### config.mk
export PLATFORM = sky130hd
export DESIGN_NAME = timekeeper_core
export DESIGN_NICKNAME = d
export VERILOG_FILES = /design/src/rtl/clock_pkg.sv /design/src/rtl/bin2bcd2.sv /design/src/rtl/timekeeper_core.sv
export SDC_FILE = /design/constraint.sdc
export NUM_CORES = 1
export LEC_CHECK = 0
export ABC_AREA = 1
export CAP_MARGIN = 15
export CORE_MARGIN = 4
export CORE_UTILIZATION = 58
export CTS_CLUSTER_SIZE = 16
export DETAILED_ROUTE_END_ITERATION = 8
export HOLD_SLACK_MARGIN = 0.03
export PLACE_DENSITY = 0.8
export REMOVE_ABC_BUFFERS = 1
export SETUP_SLACK_MARGIN = 0.05
export SLEW_MARGIN = 10
export SYNTH_ARGS = -nofsm -noshare
export SYNTH_HDL_FRONTEND = slang
export SYNTH_SLANG_ARGS = --single-unit
### constraint.sdc
create_clock -name clk -period 9.4 [get_ports clk]
set_clock_uncertainty 0.15 [all_clocks]
set_input_delay 1.88 -clock clk [delete_from_list [all_inputs] [get_ports clk]]
set_output_delay 1.88 -clock clk [all_outputs]
set_load 0.02 [all_outputs]
### src/rtl/clock_pkg.sv
// Shared time-of-day constants and the RUN/HOLD encoding used by the mode
// controller, this datapath and the calendar counter.
package clock_pkg;

    localparam int unsigned HOUR_W = 5;
    localparam int unsigned MIN_W  = 6;
    localparam int unsigned SEC_W  = 6;

    localparam int unsigned HOUR_MAX = 23;
    localparam int unsigned MIN_MAX  = 59;
    localparam int unsigned SEC_MAX  = 59;

    typedef enum logic {
        ModeHold = 1'b0,
        ModeRun  = 1'b1
    } run_mode_e;

endpackage

### src/rtl/bin2bcd2.sv
// 6-bit binary (0-59) to two packed BCD digits {tens, ones} via shift-and-add-3.
module bin2bcd2 (
    input  logic [5:0] bin_i,
    output logic [7:0] bcd_o
);

    logic [13:0] s;

    always_comb begin
        s = {8'b0, bin_i};
        for (int i = 0; i < 6; i++) begin
            if (s[9:6] >= 4'd5) s[9:6] = s[9:6] + 4'd3;
            if (s[13:10] >= 4'd5) s[13:10] = s[13:10] + 4'd3;
            s = s << 1;
        end
        bcd_o = s[13:6];
    end

endmodule

### src/rtl/timekeeper_core.sv
// Hours/minutes/seconds datapath with 1 Hz prescaler, HOLD-mode single-step
// adjustment, midnight day_carry pulse and 12/24-hour BCD display outputs.
module timekeeper_core
    import clock_pkg::*;
#(
    parameter int unsigned CLK_HZ = 50_000_000
) (
    input  logic              clk,
    input  logic              reset,
    input  logic              clockon,
    input  logic              hset,
    input  logic              mset,
    input  logic              inc,
    input  logic              h1224,
    output logic [HOUR_W-1:0] hour,
    output logic [MIN_W-1:0]  min,
    output logic [SEC_W-1:0]  sec,
    output logic              pm,
    output logic [7:0]        hour_bcd,
    output logic [7:0]        min_bcd,
    output logic [7:0]        sec_bcd,
    output logic              day_carry
);

    localparam int unsigned     PrescW   = (CLK_HZ > 1) ? $clog2(CLK_HZ) : 1;
    localparam logic [PrescW-1:0] PrescMax = PrescW'(CLK_HZ - 1);

    logic [HOUR_W-1:0] hour_q, hour_d, disp_hour;
    logic [MIN_W-1:0]  min_q, min_d;
    logic [SEC_W-1:0]  sec_q, sec_d;
    logic [PrescW-1:0] presc_q, presc_d, presc_cur;
    logic              day_carry_q, day_carry_d;
    logic              clockon_q;
    logic              tick, sec_wrap, min_wrap, hour_wrap;
    run_mode_e         mode;

    always_comb begin
        mode      = run_mode_e'(clockon);
        // A fresh RUN period always counts a full second before its first tick.
        presc_cur = (clockon && !clockon_q) ? '0 : presc_q;
        tick      = (mode == ModeRun) && (presc_cur == PrescMax);
        // >= rather than == so a corrupted field recovers to 0 on its next step.
        sec_wrap  = sec_q >= SEC_W'(SEC_MAX);
        min_wrap  = min_q >= MIN_W'(MIN_MAX);
        hour_wrap = hour_q >= HOUR_W'(HOUR_MAX);

        hour_d      = hour_q;
        min_d       = min_q;
        sec_d       = sec_q;
        presc_d     = presc_q;
        day_carry_d = 1'b0;

        if (mode == ModeRun) begin
            presc_d = tick ? '0 : presc_cur + PrescW'(1);
            if (tick) begin
                sec_d = sec_wrap ? '0 : sec_q + SEC_W'(1);
                if (sec_wrap) begin
                    min_d = min_wrap ? '0 : min_q + MIN_W'(1);
                    if (min_wrap) begin
                        hour_d      = hour_wrap ? '0 : hour_q + HOUR_W'(1);
                        day_carry_d = hour_wrap;
                    end
                end
            end
        end else begin
            presc_d = '0;
            if (inc) begin
                if (hset) begin
                    hour_d = hour_wrap ? '0 : hour_q + HOUR_W'(1);
                end else if (mset) begin
                    min_d = min_wrap ? '0 : min_q + MIN_W'(1);
                    sec_d = '0;
                end
            end
        end
    end

    always_ff @(posedge clk or negedge reset) begin
        if (!reset) begin
            hour_q      <= '0;
            min_q       <= '0;
            sec_q       <= '0;
            presc_q     <= '0;
            day_carry_q <= 1'b0;
            clockon_q   <= 1'b0;
        end else begin
            hour_q      <= hour_d;
            min_q       <= min_d;
            sec_q       <= sec_d;
            presc_q     <= presc_d;
            day_carry_q <= day_carry_d;
            clockon_q   <= clockon;
        end
    end

    always_comb begin
        if (h1224 && (hour_q == '0)) begin
            disp_hour = HOUR_W'(12);
        end else if (h1224 && (hour_q > HOUR_W'(12))) begin
            disp_hour = hour_q - HOUR_W'(12);
        end else begin
            disp_hour = hour_q;
        end
    end

    assign hour      = hour_q;
    assign min       = min_q;
    assign sec       = sec_q;
    assign pm        = hour_q >= HOUR_W'(12);
    assign day_carry = day_carry_q;

    bin2bcd2 u_hour_bcd (
        .bin_i(6'(disp_hour)),
        .bcd_o(hour_bcd)
    );

    bin2bcd2 u_min_bcd (
        .bin_i(6'(min_q)),
        .bcd_o(min_bcd)
    );

    bin2bcd2 u_sec_bcd (
        .bin_i(6'(sec_q)),
        .bcd_o(sec_bcd)
    );

endmodule

==> results of run 1 <==
## logic make-up (layout without fill, tap and decap cells)
logic type      after synthesis  after routing  share of synthesized area (%)
xor+xnor                     18             18                           3.86
flops                        45             45                           27.6
fa+ha+maj                    29             29                           8.88
buf+inv                     105            138                           11.3
simple gates                369            369                           41.6
compound gates               46             46                           6.68
other cells                   1              4                         0.0918
## through the flow
| step | setup slack (ns) | hold WS, ns |
|---|---|---|
| 2_1_floorplan | 3.43 | 0.393 |
| 3_3_place_gp | 2.38 | 0.408 |
| 3_5_place_dp | 2.19 | 0.425 |
| 4_1_cts | 2.19 | 0.443 |
| 5_1_grt | 1.85 | 0.452 |
| 6_report | 2.16 | 0.444 |
## synth_stat cells (2+ instances only)
master | number | area share (%)
nand2_1 | 151 | 14
nor2_1 | 91 | 8.4
inv_1 | 85 | 7.8
nand3_1 | 61 | 7.5
dfrtp_1 | 45 | 28
ha_1 | 29 | 8.9
o21ai_0 | 18 | 2.2
nand4_1 | 16 | 2.5
xor2_1 | 13 | 2.8
a21oi_1 | 8 | 0.98
nor3_1 | 8 | 0.98
buf_4 | 7 | 1.3
nand2_2 | 7 | 1.1
nand3b_1 | 6 | 1.1
o21ai_1 | 6 | 0.74
o21ai_2 | 6 | 1.3
or2_2 | 6 | 0.92
nand3_2 | 5 | 1.2
xnor2_1 | 5 | 1.1
nor2_2 | 4 | 0.61
nor3b_1 | 4 | 0.74
buf_2 | 3 | 0.37
buf_6 | 3 | 0.83
nor2_4 | 3 | 0.83
nor3_2 | 3 | 0.74
clkbuf_2 | 2 | 0.25
o22ai_1 | 2 | 0.31
## sequential cells by signal, indices dropped and copies added, names as in the netlist
name and cells:
clockon_q 1, day_carry 1, hour 5, min 6
presc_q 26, sec 6
## how the worst max path moves through the flow
stage	end	slack, ns	cells after the start
after floorplan	hour_bcd[4]	3.43	17
after global routing	hour_bcd[2]	1.85	20
after CTS	hour_bcd[2]	2.19	20
final	hour_bcd[2]	2.16	21
after global placement	hour_bcd[1]	2.38	19
after detailed placement	hour_bcd[2]	2.19	20
## routing by layer
metal / vias up / wire (um) / GRT usage (%)
li1: 2012 / - / -
met3: 17 / 529 / 2.95
met4: 0 / 142 / 5.57
met2: 144 / 4530 / 40.4
met5: - / 0 / 0
met1: 1865 / 4170 / 30.8
## cell usage in the layout, fill, tap and decap left out, types with 5 or more instances in the layout
cell and count:
clkbuf_8 5, ha_1 29, o21ai_2 6, nand3_2 5
inv_1 85, nand3b_1 6, xor2_1 13, nand2_2 7
o21ai_1 6, nand3_1 61, nor3_1 8, clkdlybuf4s50_1 44
dfrtp_1 45, xnor2_1 5, a21oi_1 8, nand2_1 151
nor2_1 91, or2_2 6, nand4_1 16, o21ai_0 18
## critical path, cell delays in order
cell,delay [ns]
clkdlybuf4s50_1,0.56
nand2_1,0.09
nor2_1,0.24
nor2_1,0.08
nand2_1,0.11
inv_1,0.09
ha_1,0.18
inv_1,0.05
ha_1,0.13
inv_1,0.06
nand2_1,0.12
nand2_1,0.09
nand2_1,0.10
inv_1,0.07
ha_1,0.19
or2_2,0.29
nand2_1,0.12
nand2_1,0.10
nand2_1,0.08
nand2_1,0.05
clkdlybuf4s50_1,0.53
## power by group through the flow
stage / clock (mW) / sequential, mW / combinational, mW
floorplan: 0 / 0.294 / 0.526
global route: 0.120 / 0.282 / 0.984
detailed placement: 0 / 0.277 / 0.871
CTS: 0.112 / 0.274 / 0.874
finish: 0.109 / 0.275 / 0.871
global placement: 0 / 0.276 / 0.837
## area by class of cell
class / instances / area (um^2)
flip-flops and latches: 45 / 1130
inverters: 87 / 327
clock inverters: 1 / 5.00
fillers: 618 / 2230
repair buffers: 45 / 445
well taps: 96 / 120
multi-input cells: 466 / 2510
clock buffers: 5 / 68.8
==> qor.yml, run 1 <==
power_and_ir_drop:
  netSwitchingFraction_pct: 49.6
  power_switching_mw: 0.623
  power_mw: 1.25
  power_density_mw_per_mm2: 273
  p_int_mw: 0.632
  p_leak_nw: 2.13
  share_seq_of_total_power_pct: 21.9
  peakVddDrop_uv: 281
  pwr-share-clk_pct: 8.7
  combPwrFrac_pct: 69.4
worst_setup_path:
  crit_required_ns: 7.37
  crit_path_end_kind: "output port"
  crit_fanout: 6
  r2r_slack_ns: 6.45
  reg2regPathDepth: 14
  startpoint_type: "input pin"
  reg2reg_to: "sec[1]"
  regToRegStartpoint: "clockon_q"
  critPathArrivalTime_ns: 5.21
  crit_start: "h1224"
  worstSetupPathType: "in -> out"
logic_synthesis:
  synth_edf_count: 0
  ys_seq_area_share_pct: 27.6
  synth_cell_types: 43
  async_flop_share_pct: 100
  syn_area_per_cell_um2: 6.66
  ys.flop_type: "dfrtp_1"
  syn-cell-area_mm2: 0.00408
  yosysWarnings: 0
  synthCells: 613
  yosys_register_bits: 45
routing:
  drcViolationCount: 0
  wl_per_cell_um: 12.6
  dr.pass1.iters: 5
  drt_iter0_markers: 299
  viasPerCell: 5.42
  ant_nets: 0
  drt-total-wl_um: 9380
  vias: 4038
timing:
  period_share_pct: 77.0
  drv_slew: 0
  tightest_slew_ns: 0.974
  fin_setup_tns_ns: 0
  max-slew-margin-rel_pct: 35.1
  fmax_mhz: 138
  finalHoldViolCount: 0
  period_needed_ns: 7.24
  setup_viol: 0
  rsz0062_at_grt: "false"
cells_and_area:
  fin_area_mm2: 0.00460
  nNetsFinal: 686
  num_antenna_cells: 0
  drive_above_1_share_pct: 7.09
  stdcell_count: 745
  areaGrowthSynthToFinish_pct: 12.7
  utilization_pct: 67.3
placed_design:
  placed_area_mm2: 0.00453
  numPortBuffers: 45
  place_hpwl_um: 7330
  gp_congestion: 0.942
  dp.cells: 739
worst_hold_path:
  holdCritStartpoint: "hour[1]"
  min-delay-path-class: "reg -> reg"
  whs_endpoint: "hour[1]"
  whs_path_depth: 2
global_routing:
  grt_pass1_wl_um: 16600
  grt_max_degree: 46
  grt_pass1_vias: 3779
  track_usage_pct: 23.3
  antenna_found_initial: 0
  grt_overflow: 0
clock_tree:
  cts_hold_buf: 0
  clk_latency_ns: 0.29
  clock-sinks: 45
  cts_post_setup_buffers_inserted: 0
  cts-root-buf: "clkbuf_8"
  htree_levels: 2
  clock_path_buffers: 2
  clk_pin_slew_ns: 0.08
  cts_resized: 0
  cts_buffers: 5
  cts_tree: "built"
floorplan:
  fp.dieW_um: 91.9
  die_h_um: 91.9
  die_area_mm2: 0.00845
  start_util_pct: 59.8
  io_pins: 50
  num_rows: 30
  core_area_mm2: 0.00683
outcome:
  outcome: "finished, final reports clean"
job:
  max_cap_violations: 0
Note: power is estimated with default switching activity, not from simulation.
==> run 2: changes to the inputs <==
- CORE_UTILIZATION: 58 -> 52
- PLACE_DENSITY: 0.8 -> 0.75
- clock period: 9.4 -> 6.5 ns (I/O delays scaled with it)
==> qor.yml, run 2 (same netlist as run 1, synthesis figures left out) <==
outcome:
  outcome: "finished, final reports clean"
floorplan:
  core_area_mm2: 0.00769
  num_rows: 32
  fp.dieW_um: 96.6
  io_pins: 50
  start_util_pct: 53.1
  die_h_um: 96.6
  die_area_mm2: 0.00934
clock_tree:
  cts_hold_buf: 0
  clock_path_buffers: 2
  clk_pin_slew_ns: 0.08
  cts_post_setup_buffers_inserted: 0
  cts_tree: "built"
  clk_latency_ns: 0.31
  clock-sinks: 45
  cts-root-buf: "clkbuf_8"
  htree_levels: 2
  cts_resized: 0
  cts_buffers: 5
global_routing:
  track_usage_pct: 19.8
  grt_overflow: 0
  grt_max_degree: 46
  grt_pass1_wl_um: 16000
  antenna_found_initial: 0
  grt_pass1_vias: 3600
cells_and_area:
  areaGrowthSynthToFinish_pct: 13.9
  largest_register: "presc_q"
  layout.cells.most_common: "nand2_1"
  nNetsFinal: 688
  drive_above_1_share_pct: 7.66
  num_antenna_cells: 0
  largest_reg_flops: 26
  mostFrequentLayoutCells: "nand2_1, nor2_1, inv_1"
placed_design:
  gp_congestion: 0.903
  pre_cts_slack_ns: 0.495
  numPortBuffers: 45
  place_hpwl_um: 7130
worst_setup_path:
  crit_required_ns: 5.05
  critPathArrivalTime_ns: 4.60
  worstSetupPathType: "in -> out"
  crit_path_end_kind: "output port"
  crit_start: "h1224"
  regToRegStartpoint: "clockon_q"
  crit_fanout: 6
  startpoint_type: "input pin"
routing:
  viasPerCell: 5.30
  wl_per_cell_um: 12.3
  dr.pass1.iters: 5
  drt-total-wl_um: 9300
  drt_iter0_markers: 207
  vias: 3998
  ant_nets: 0
  drcViolationCount: 0
timing:
  finalHoldViolCount: 0
  tightest_slew_ns: 0.997
  timing.final.ws_setup_ns: 0.451
  period_needed_ns: 6.05
  fin_setup_tns_ns: 0
  setup_viol: 0
  rsz0062_at_grt: "false"
  drv_slew: 0
  fmax_mhz: 165
  max-slew-margin-rel_pct: 33.5
  period_share_pct: 93.1
power_and_ir_drop:
  power_density_mw_per_mm2: 397
  peakVddDrop_uv: 460
  p_leak_nw: 2.16
worst_hold_path:
  min-delay-path-class: "reg -> reg"
  holdCritStartpoint: "hour[1]"
job:
  max_cap_violations: 0
-- run 2: path summary, 6_finish.rpt --
kind	slack, ns	cells after the start	to
min reg2reg	0.44	2	hour[1]
max	0.45	20	hour_bcd[2]
min	0.44	2	hour[1]
max reg2reg	3.49	14	sec[2]
max in group asynchronous	4.57	1	day_carry
min in group asynchronous	1.01	1	presc_q[2]
-- run 2: stage by stage --
stage / cells / total power, mW / hold slack, ns / instance area, um^2 / util (%)
after global placement: 747 / 1.62 / 0.413 / 4550 / 59.2
final: 755 / 1.84 / 0.443 / 4650 / 60.5
after global routing: 755 / 2.03 / 0.461 / 4650 / 60.5
after CTS: 755 / 1.85 / 0.441 / 4650 / 60.5
after floorplan: 598 / 1.19 / 0.393 / 3960 / -
after detailed placement: 747 / 1.66 / 0.424 / 4550 / 59.2
-- run 2: metal layers --
| layer | GRT usage, % | routed length [um] | vias up | share of wire, % |
|---|---|---|---|---|
| li1 | - | - | 2023 | - |
| met1 | 26.5 | 4340 | 1874 | 47 |
| met2 | 34.1 | 4480 | 95 | 48 |
| met3 | 3.75 | 439 | 6 | 4.7 |
| met4 | 2.59 | 43 | 0 | 0.46 |
| met5 | 0 | 0 | - | 0 |
-- run 2: area by class of cell --
type / instances / area [um^2]
clock inverters: 1 / 5.00
repair buffers: 47 / 460
clock buffers: 7 / 96.3
fillers: 743 / 3040
flip-flops and latches: 45 / 1130
multi-input cells: 466 / 2510
well taps: 102 / 128
inverters: 87 / 327
-- run 2: worst max-delay path: stages --
cell,delay (ns)
clkdlybuf4s50_1,0.56
nand2_1,0.07
nor2_1,0.23
nor2_1,0.09
nand2_1,0.12
inv_1,0.08
ha_1,0.19
inv_1,0.05
ha_1,0.12
inv_1,0.06
nand2_1,0.12
nand2_1,0.09
nand2_1,0.09
inv_1,0.06
ha_1,0.19
or2_2,0.29
nand2_1,0.12
nand3_1,0.08
nand2_1,0.08
clkdlybuf4s50_1,0.60
-- run 2: power breakdown --
| group | leakage [nW] | total (mW) | switching (mW) | internal, mW |
|---|---|---|---|---|
| clock | 0.0542 | 0.192 | 0.0960 | 0.0962 |
| combinational | 1.50 | 1.26 | 0.732 | 0.527 |
| sequential | 0.604 | 0.393 | 0.0788 | 0.315 |
==> run 3: changes to the inputs <==
- ABC_CLOCK_PERIOD_IN_PS: not set -> 6500
==> results of run 3 <==
Same layout as run 2: the final DEF is identical, and so are final timing and power.
